===== src/rtl/expbus_reg_initiator.sv =====
// Purpose     : initiator (host) end of the expansion-bus register protocol; one bus transaction per accepted request.
// Latency     : write accept -> o_rsp_valid = ADDR_CYCLES + 3 + W (W = target wait after it sees en_z low); reads add one TURN cycle.
// Backpressure: o_req_ready is high only in IDLE; the response is a one-cycle strobe and cannot be stalled.
//
// Ports:
//   i_clk, i_rst_z                 clock and asynchronous active-low reset
//   i_req_* / o_req_ready          request stream (wr, addr, wdata, byte enables)
//   o_rsp_valid/_rdata/_err        one-cycle completion (rdata 0 for writes, err = data-phase timeout)
//   o_reg_* / i_reg_rdy_z          bus strobes (active low), bus reset, target ready
//   i_reg_intr / o_intr_pulse      asynchronous target interrupt, one-cycle pulse per rising edge
//   b_reg_data_I/_O/_T             shared 16-bit address/data pad (T=1 releases the bus)
//
// Build option: define EXPBUS_INIT_TIMEOUT_EN to enable the data-phase timeout (TIMEOUT_CYCLES).
module expbus_reg_initiator #(
   parameter int unsigned ADDR_CYCLES    = 1,
   parameter int unsigned RESET_CYCLES   = 16,
   parameter int unsigned TIMEOUT_CYCLES = 1024
) (
   input  logic        i_clk,
   input  logic        i_rst_z,
   input  logic        i_req_valid,
   output logic        o_req_ready,
   input  logic        i_req_wr,
   input  logic [15:0] i_req_addr,
   input  logic [15:0] i_req_wdata,
   input  logic [1:0]  i_req_be,
   output logic        o_rsp_valid,
   output logic [15:0] o_rsp_rdata,
   output logic        o_rsp_err,
   output logic        o_reg_en_z,
   output logic        o_reg_ads_z,
   output logic        o_reg_uds_z,
   output logic        o_reg_lds_z,
   output logic        o_reg_rd_wr_z,
   output logic        o_reg_reset_z,
   input  logic        i_reg_rdy_z,
   input  logic        i_reg_intr,
   output logic        o_intr_pulse,
   input  logic [15:0] b_reg_data_I,
   output logic [15:0] b_reg_data_O,
   output logic        b_reg_data_T
);

   // Configuration sanity: out-of-range parameters are rejected at elaboration.
   if (ADDR_CYCLES < 1 || ADDR_CYCLES > 15 ||
       RESET_CYCLES < 1 || RESET_CYCLES > 255 ||
       TIMEOUT_CYCLES < 2 || TIMEOUT_CYCLES > 65535) begin : g_param_check
      $error("expbus_reg_initiator: parameter out of range");
   end

   typedef enum logic [2:0] {
      BUSRST,
      IDLE,
      ADDR,
      TURN,
      DATA,
      DONE,
      RECOVER
   } state_t;

   localparam logic [15:0] RST_LAST  = 16'(RESET_CYCLES);
   localparam logic [15:0] ADDR_LAST = 16'(ADDR_CYCLES - 1);
`ifdef EXPBUS_INIT_TIMEOUT_EN
   localparam logic [15:0] TO_LAST   = 16'(TIMEOUT_CYCLES - 1);
`endif

   state_t      state;
   logic [15:0] cnt;        // shared: bus-reset length, address-phase length, data-phase timeout
   logic        req_wr;
   logic [15:0] req_wdata;
   logic [1:0]  req_be;
   logic        rdy_q;
   logic [15:0] data_q;
   logic [2:0]  intr_sync;
`ifdef EXPBUS_INIT_TIMEOUT_EN
   logic        rsp_err_q;
`endif

   // Pad inputs registered together so captured read data lines up with rdy_q.
   always_ff @(posedge i_clk or negedge i_rst_z) begin
      if (!i_rst_z) begin
         rdy_q  <= 1'b1;
         data_q <= 16'h0000;
      end else begin
         rdy_q  <= i_reg_rdy_z;
         data_q <= b_reg_data_I;
      end
   end

   // Interrupt: two synchronizer flops, third flop holds the previous level for edge detection.
   always_ff @(posedge i_clk or negedge i_rst_z) begin
      if (!i_rst_z) begin
         intr_sync    <= 3'b000;
         o_intr_pulse <= 1'b0;
      end else begin
         intr_sync    <= {intr_sync[1:0], i_reg_intr};
         o_intr_pulse <= intr_sync[1] & ~intr_sync[2];
      end
   end

   // Transaction FSM; every bus output is registered and changes together with the state.
   always_ff @(posedge i_clk or negedge i_rst_z) begin
      if (!i_rst_z) begin
         state         <= BUSRST;
         cnt           <= 16'h0000;
         req_wr        <= 1'b0;
         req_wdata     <= 16'h0000;
         req_be        <= 2'b00;
         o_req_ready   <= 1'b0;
         o_rsp_valid   <= 1'b0;
         o_rsp_rdata   <= 16'h0000;
`ifdef EXPBUS_INIT_TIMEOUT_EN
         rsp_err_q     <= 1'b0;
`endif
         o_reg_en_z    <= 1'b1;
         o_reg_ads_z   <= 1'b1;
         o_reg_uds_z   <= 1'b1;
         o_reg_lds_z   <= 1'b1;
         o_reg_rd_wr_z <= 1'b1;
         o_reg_reset_z <= 1'b0;
         b_reg_data_O  <= 16'h0000;
         b_reg_data_T  <= 1'b1;
      end else begin
         o_rsp_valid <= 1'b0;
`ifdef EXPBUS_INIT_TIMEOUT_EN
         rsp_err_q   <= 1'b0;
`endif
         case (state)
            BUSRST: begin
               if (cnt == RST_LAST) begin
                  cnt           <= 16'h0000;
                  o_reg_reset_z <= 1'b1;
                  o_req_ready   <= 1'b1;
                  state         <= IDLE;
               end else begin
                  cnt <= cnt + 16'h0001;
               end
            end

            IDLE: begin
               if (i_req_valid && o_req_ready) begin
                  req_wr       <= i_req_wr;
                  req_wdata    <= i_req_wdata;
                  req_be       <= i_req_be;
                  o_req_ready  <= 1'b0;
                  o_reg_ads_z  <= 1'b0;
                  b_reg_data_T <= 1'b0;
                  b_reg_data_O <= i_req_addr;
                  cnt          <= 16'h0000;
                  state        <= ADDR;
               end
            end

            ADDR: begin
               if (cnt == ADDR_LAST) begin
                  o_reg_ads_z <= 1'b1;
                  cnt         <= 16'h0000;
                  if (req_wr) begin
                     // Writes keep driving the bus straight into the data phase.
                     o_reg_en_z    <= 1'b0;
                     o_reg_uds_z   <= ~req_be[1];
                     o_reg_lds_z   <= ~req_be[0];
                     o_reg_rd_wr_z <= 1'b0;
                     b_reg_data_O  <= req_wdata;
                     state         <= DATA;
                  end else begin
                     // Reads release the bus for one cycle so the target can take it over.
                     b_reg_data_T <= 1'b1;
                     b_reg_data_O <= 16'h0000;
                     state        <= TURN;
                  end
               end else begin
                  cnt <= cnt + 16'h0001;
               end
            end

            TURN: begin
               o_reg_en_z    <= 1'b0;
               o_reg_uds_z   <= ~req_be[1];
               o_reg_lds_z   <= ~req_be[0];
               o_reg_rd_wr_z <= 1'b1;
               cnt           <= 16'h0000;
               state         <= DATA;
            end

            DATA: begin
               // A target ready beats the timeout when both land in the same cycle.
               if (!rdy_q) begin
                  o_reg_en_z    <= 1'b1;
                  o_reg_uds_z   <= 1'b1;
                  o_reg_lds_z   <= 1'b1;
                  o_reg_rd_wr_z <= 1'b1;
                  b_reg_data_T  <= 1'b1;
                  b_reg_data_O  <= 16'h0000;
                  o_rsp_valid   <= 1'b1;
                  o_rsp_rdata   <= req_wr ? 16'h0000 : data_q;
                  state         <= DONE;
`ifdef EXPBUS_INIT_TIMEOUT_EN
               end else if (cnt == TO_LAST) begin
                  o_reg_en_z    <= 1'b1;
                  o_reg_uds_z   <= 1'b1;
                  o_reg_lds_z   <= 1'b1;
                  o_reg_rd_wr_z <= 1'b1;
                  b_reg_data_T  <= 1'b1;
                  b_reg_data_O  <= 16'h0000;
                  o_rsp_valid   <= 1'b1;
                  rsp_err_q     <= 1'b1;
                  o_rsp_rdata   <= 16'hDEAD;
                  state         <= DONE;
               end else begin
                  cnt <= cnt + 16'h0001;
`endif
               end
            end

            DONE: begin
`ifdef EXPBUS_INIT_TIMEOUT_EN
               // A timed-out target never drove rdy_z, so there is nothing to wait out.
               if (rsp_err_q) begin
                  o_req_ready <= 1'b1;
                  state       <= IDLE;
               end else begin
                  state <= RECOVER;
               end
`else
               state <= RECOVER;
`endif
            end

            RECOVER: begin
               if (rdy_q) begin
                  o_req_ready <= 1'b1;
                  state       <= IDLE;
               end
            end

            default: begin
               state <= BUSRST;
            end
         endcase
      end
   end

`ifdef EXPBUS_INIT_TIMEOUT_EN
   assign o_rsp_err = rsp_err_q;
`else
   assign o_rsp_err = 1'b0;
`endif

endmodule


===== config.mk =====
export PLATFORM = sky130hd
export DESIGN_NAME = expbus_reg_initiator
export DESIGN_NICKNAME = d
export VERILOG_FILES = /design/src/rtl/expbus_reg_initiator.sv
export SDC_FILE = /design/constraint.sdc
export NUM_CORES = 1
export LEC_CHECK = 0
export BUFFER_PORTS_ARGS = -buffer_cell sky130_fd_sc_hd__buf_4
export CAP_MARGIN = 10
export CORE_ASPECT_RATIO = 0.75
export CORE_MARGIN = 8
export CORE_UTILIZATION = 25
export CTS_BUF_LIST = sky130_fd_sc_hd__clkbuf_4
export CTS_CLUSTER_DIAMETER = 50
export DETAILED_ROUTE_END_ITERATION = 6
export SLEW_MARGIN = 10
export SYNTH_ARGS = -nofsm -noshare
export SYNTH_HDL_FRONTEND = slang
export SYNTH_SLANG_ARGS = --single-unit

===== constraint.sdc =====
create_clock -name i_clk -period 2.4 [get_ports i_clk]
set_clock_uncertainty 0.05 [all_clocks]
set_input_delay 0.24 -clock i_clk [delete_from_list [all_inputs] [get_ports i_clk]]
set_output_delay 0.24 -clock i_clk [all_outputs]
set_load 0.005 [all_outputs]

## Yosys cells after proc, flatten, opt, wreduce, memory -nomap -nowiden

Index checks and enable logic that the tools add are counted.

| word-level totals | value |
|---|---|
| logic and storage cells | 97 |
| register bits after elaboration | 100 |
| bits of input ports | 56 |

| operators by class | value |
|---|---|
| mux-type cells | 39 |
| equality and inequality tests | 14 |
| bitwise logic cells | 5 |
| add/sub/neg operators | 1 |
| reduce and logical (&&, ||, !) cells | 18 |

Operator list:

| cell | number |
|---|---|
| 16-bit 2-to-1 mux | 8 |
| 16-bit case mux with 4 select lines | 1 |
| 16-bit case mux with 3 select lines | 1 |
| 3-bit case mux with 7 select lines | 1 |
| 3-bit 2-to-1 mux | 6 |
| 1-bit case mux with 3 select lines | 6 |
| 16-bit by 1-bit adder with 16-bit output (second input constant) | 1 |
| 16-bit by 5-bit == test with 1-bit output (second input constant) | 1 |
| 16-bit logical NOT | 1 |
| 1-bit 2-to-1 mux | 15 |
| 2-bit != test (second input constant) | 7 |
| 4-bit AND reduction | 3 |
| 5-bit AND reduction | 2 |
| 3-bit == test (second input constant) | 3 |
| 3-bit nonzero test | 3 |
| 2-bit AND reduction | 4 |
| 3-bit by 2-bit == test with 1-bit output (second input constant) | 2 |
| 1-bit inverter | 4 |
| 4-bit nonzero test | 1 |
| 3-bit by 1-bit == test with 1-bit output (second input constant) | 1 |
| 3-bit logical NOT | 1 |
| 3-bit AND reduction | 1 |
| 1-bit case mux with 2 select lines | 1 |
| 2-bit nonzero test | 1 |
| 2 further kinds | 2 |

## Logic depth before layout (Yosys ltp)

| logic depth | value |
|---|---|
| depth after elaboration | 4 |
| depth in mapped cells | 7 |
| gate-level depth less buffers | 6 |

## Worst setup path before layout

No wires, ideal clock.

| timing path | value |
|---|---|
| kind | register to register |
| start point | reg cnt[0] |
| end point | reg b_reg_data_O[10] |
| slack | 530 ps |
| stages on the path, launching flop included | 8 |
| arrival | 1695 ps |
| buffers on the path | 1 |
| data required time | 2225 ps |
| path through | dfrtp_1 inv_1 ha_1 nor4b_2 and4_4 a2bb2oi_4 buf_6 mux2_4 |

| between the ends | value |
|---|---|
| word-level cells in the longest chain between the ends | 3 |

RTL lines:

| element | line | source |
|---|---|---|
| from (decl) | 68 | `logic [15:0] cnt;` |
| from (signal assigned) | 136 | `cnt <= cnt + 16'h0001;` |
| from (signal assigned) | 173 | `cnt <= cnt + 16'h0001;` |
| 16-bit logical NOT | 155 | `if (cnt == ADDR_LAST) begin` |
| 2-bit != test (no line) | n/a |  |
| 4-bit AND reduction (no line) | n/a |  |
| to (signal assigned) | 148 | `b_reg_data_O <= i_req_addr;` |
| to (signal assigned) | 164 | `b_reg_data_O <= req_wdata;` |
| to (decl) | 40 | `output logic [15:0] b_reg_data_O,` |

No other way between the ends.
A chain may end at the register's enable or synchronous reset.

## Final worst setup path

| timing path | value |
|---|---|
| start point | reg state[1] |
| end point | reg b_reg_data_O[14] |

| between the ends | value |
|---|---|
| word-level cells in the longest chain between the ends | 3 |

RTL lines:

| element | line | source |
|---|---|---|
| from (decl) | 67 | `state_t state;` |
| from (signal assigned) | 104 | `state <= BUSRST;` |
| from (signal assigned) | 134 | `state <= IDLE;` |
| from (signal assigned) | 150 | `state <= ADDR;` |
| 3-bit by 2-bit == test with 1-bit output, or another cell as far along | 128 | `case (state)` |
| 2-bit != test (no line) / 3-bit nonzero test (equally long branches) | n/a |  |
| 4-bit AND reduction (no line) | n/a |  |

Several ways; a longest one is shown, not always the timed one.

==> results.md <==
- Crit share post-route: a little under 90%
- WL final: between 10000 and 15000 µm
- Max Cap Viol: 0
- CP Capture Type: flip-flop
- Most common cell in the netlist: dfrtp_1
- Synth area leaders: dfrtp_1 (53%), mux2_2 (6.5%), dfstp_2 (4.2%), o21ai_0 (3.6%), mux2_4 (3.4%)
- Share of cells above drive strength 1: 35.6%
- Routed len/inst: about 15 µm
- Synth top area share: between 50% and 60%
- Leakage: about 2.7 nW
- Clock net sink count: 100
- RSZ-0062 raised after global routing: no
- DR iter-0 viols: about 280
- Root Driver: clkbuf_4
- Post-layout nets: ~560
- Placer Congestion: roughly 0.80
- Post-synth top cells: dfrtp_1 (93), nand2_1 (31), o21ai_0 (31), mux2_2 (25)
- Gr usage total: just over 10%
- Chip width: 169 µm
- Synth Flop Type: dfrtp_1
- Hold crit path type: primary input to flip-flop
- Post-DP HPWL: about 8000 µm
- Cell area power density: just over 1000 nW/µm²
- CTS max path bufs: 2
- Fin. max-slew vios: 0
- Total grt overflow: 0
- Yosys Warn Count: 0
- Rows: 41
- Buffer count from post-CTS setup fixing: 0
- Peak VDD IR: 0.393 mV
- CTS Buf Count: 9
- Tmin final: between 2 and 2.5 ns
- Setup TNS: 0 ns
- Critical path required time: ~2.7 ns
- Syn Nets: between 400 and 500
- Drt pass-1 iters: 4
- Final instance area: slightly below 6000 µm²
- Clk Latency, worst-skew pair: 0.45 ns
- Final number of setup-violating endpoints: 0
- Maximum clock frequency: 473 MHz
- Initial antenna violation count: 1
- Die Area: roughly 22000 µm²
- Critical Path Source Type: flip-flop
- Yosys cell types: 54
- Seq cells post-synth: 100
- First-pass GRT wire length: 18000 µm
- Core area: around 17000 µm²
- Port Buffer Count: 97
- Status: complete, no violations
- H-tree levels: 3
- Crit Path Max Fanout: 16
- Synthesized instance count: around 360
- Leading area contributor after synthesis: dfrtp_1
- Residual DRC: 0
- DR vias: roughly 3.3k
- CP Data Arrival Time: roughly 2.5 ns
- Critical path class: flip-flop to flip-flop
- Chip height: 130 µm
- Boundary Pins: just under 100
- Slew HR: between 50% and 60%
- TritonCTS clock tree: done
- Async set-reset flop share out of synthesis: 100%
- Largest net degree at the start of global routing: 48
- Initial Util: 25.8%
- EDFF count, synth: 0
- Register area share after synthesis: 57.6%
- Slew @ Worst Pin: ~0.74 ns
- Antenna-violating nets left: 0
- Placed Area: 5370 µm²
- FF-to-FF setup slack: approximately 0.29 ns
- CTS-repair resized insts: 0
- Area Overhead vs Synth: 35.0%
- Worst-path clk slew: 0.16 ns
- DR vias/cell: about 4.6
- Final count of hold timing violations: 0
- Vias in the first global route: 3459
- Syn Area/Cell: approximately 12 µm²
- Synthesized cell area: around 4400 µm²
## per-layer routing
layer,GRT usage [%],vias to the layer above,share of wire (%)
li1,-,1589,-
met1,13.6,1658,49
met2,15.6,99,45
met3,3.63,2,6.5
met4,1.62,0,0.15
met5,0,-,0
## path summary, 6_finish.rpt
| path | startpoint | to | cells past startpoint |
|---|---|---|---|
| max in group asynchronous | i_rst_z | rdy_q$_DFF_PN1_ | 3 |
| min in group asynchronous | i_rst_z | intr_sync[0]$_DFF_PN0_ | 2 |
| max reg2reg | state[1]$_DFFE_PN0P_ | b_reg_data_O[14]$_DFFE_PN0P_ | 4 |
| max | state[1]$_DFFE_PN0P_ | b_reg_data_O[14]$_DFFE_PN0P_ | 4 |
| min reg2reg | intr_sync[0]$_DFF_PN0_ | intr_sync[1]$_DFF_PN0_ | 0 |
| min | i_req_addr[6] | b_reg_data_O[6]$_DFFE_PN0P_ | 3 |
## timing repair
item	4_1_cts	5_1_grt
endpoints found under the hold margin	78	0
hold buffers	38	0
endpoints found under the setup margin	0	0
## placed cells by master (no fill, tap or decap), types with 2 or more instances in the layout
cell,instances
dfstp_2,7
nand3_1,7
nor2b_1,3
mux2_4,10
nand4_1,5
ha_1,2
clkinvlp_4,3
a211o_1,2
o41ai_1,2
nor4_2,2
mux2i_1,2
a22oi_1,9
or3_1,7
clkinv_2,3
nor3_1,3
a22o_1,17
dlygate4sd3_1,38
a21o_1,2
dfrtp_1,93
o31ai_1,4
buf_4,106
inv_1,12
diode_2,2
mux2_2,25
o22ai_1,3
a21oi_1,10
nor3b_1,2
o21ai_0,31
nand2b_1,17
nor2_1,9
and4_1,2
buf_12,2
clkbuf_4,9
xnor2_1,2
nand2_1,31
## registers in the layout, indices dropped and copies added (netlist names), 2 cells and up
| signal | cells |
|---|---|
| b_reg_data_O | 16 |
| state | 3 |
| data_q | 16 |
| intr_sync | 3 |
| req_be | 2 |
| req_wdata | 16 |
| o_rsp_rdata | 16 |
| cnt | 16 |
## metrics by stage
| stage | cells | worst slack (ns) | power, W | utilization [%] | hold slack (ns) |
|---|---|---|---|---|---|
| 4_1_cts | 721 | 0.289 | 0.00618 | 34.8 | 0.0391 |
| 3_3_place_gp | 667 | 0.428 | 0.00514 | 31.7 | 0.238 |
| 2_1_floorplan | 363 | 0.530 | 0.00418 | - | -0.106 |
| 5_1_grt | 723 | 0.170 | 0.00656 | 34.8 | 0.0447 |
| 3_5_place_dp | 667 | 0.334 | 0.00523 | 31.7 | 0.250 |
| 6_report | 723 | 0.288 | 0.00610 | 34.8 | 0.0919 |
## kinds of logic (layout without fill, tap and decap cells)
| group | Yosys count | in the layout | share of synthesized area, % |
|---|---|---|---|
| flip-flops | 100 | 100 | 57.6 |
| AO/OA/AOI/OAI | 90 | 90 | 14.5 |
| multiplexers | 37 | 37 | 10.4 |
| XOR/XNOR | 2 | 2 | 0.402 |
| buffers and inverters | 31 | 174 | 3.41 |
| other | 1 | 3 | 0.0860 |
| adder cells (fa/ha/maj) | 2 | 2 | 0.574 |
| AND/OR/NAND/NOR | 100 | 100 | 13.1 |
## cell type report
class | count | area, µm²
fill | 1687 | 11000
sequential | 100 | 2510
multi-input combinational | 232 | 1710
timing repair buffer | 146 | 1220
tap | 215 | 269
clock buffer | 9 | 67.6
clock inverter | 7 | 67.6
inverter | 12 | 45.0
antenna | 2 | 5.00
## report_power, final
group	internal (W)	switching, W
clock network	0.000312	0.000569
registers	0.00226	0.000446
logic	0.00139	0.00113
total	0.00396	0.00215
## worst max-delay path, cell delays in order (launching register included)
cell,delay [ns]
dfrtp_1,0.69
and2b_1,0.29
o21ai_2,0.61
a22o_1,0.26
mux2_4,0.14
(Power assumes the default switching activity.)
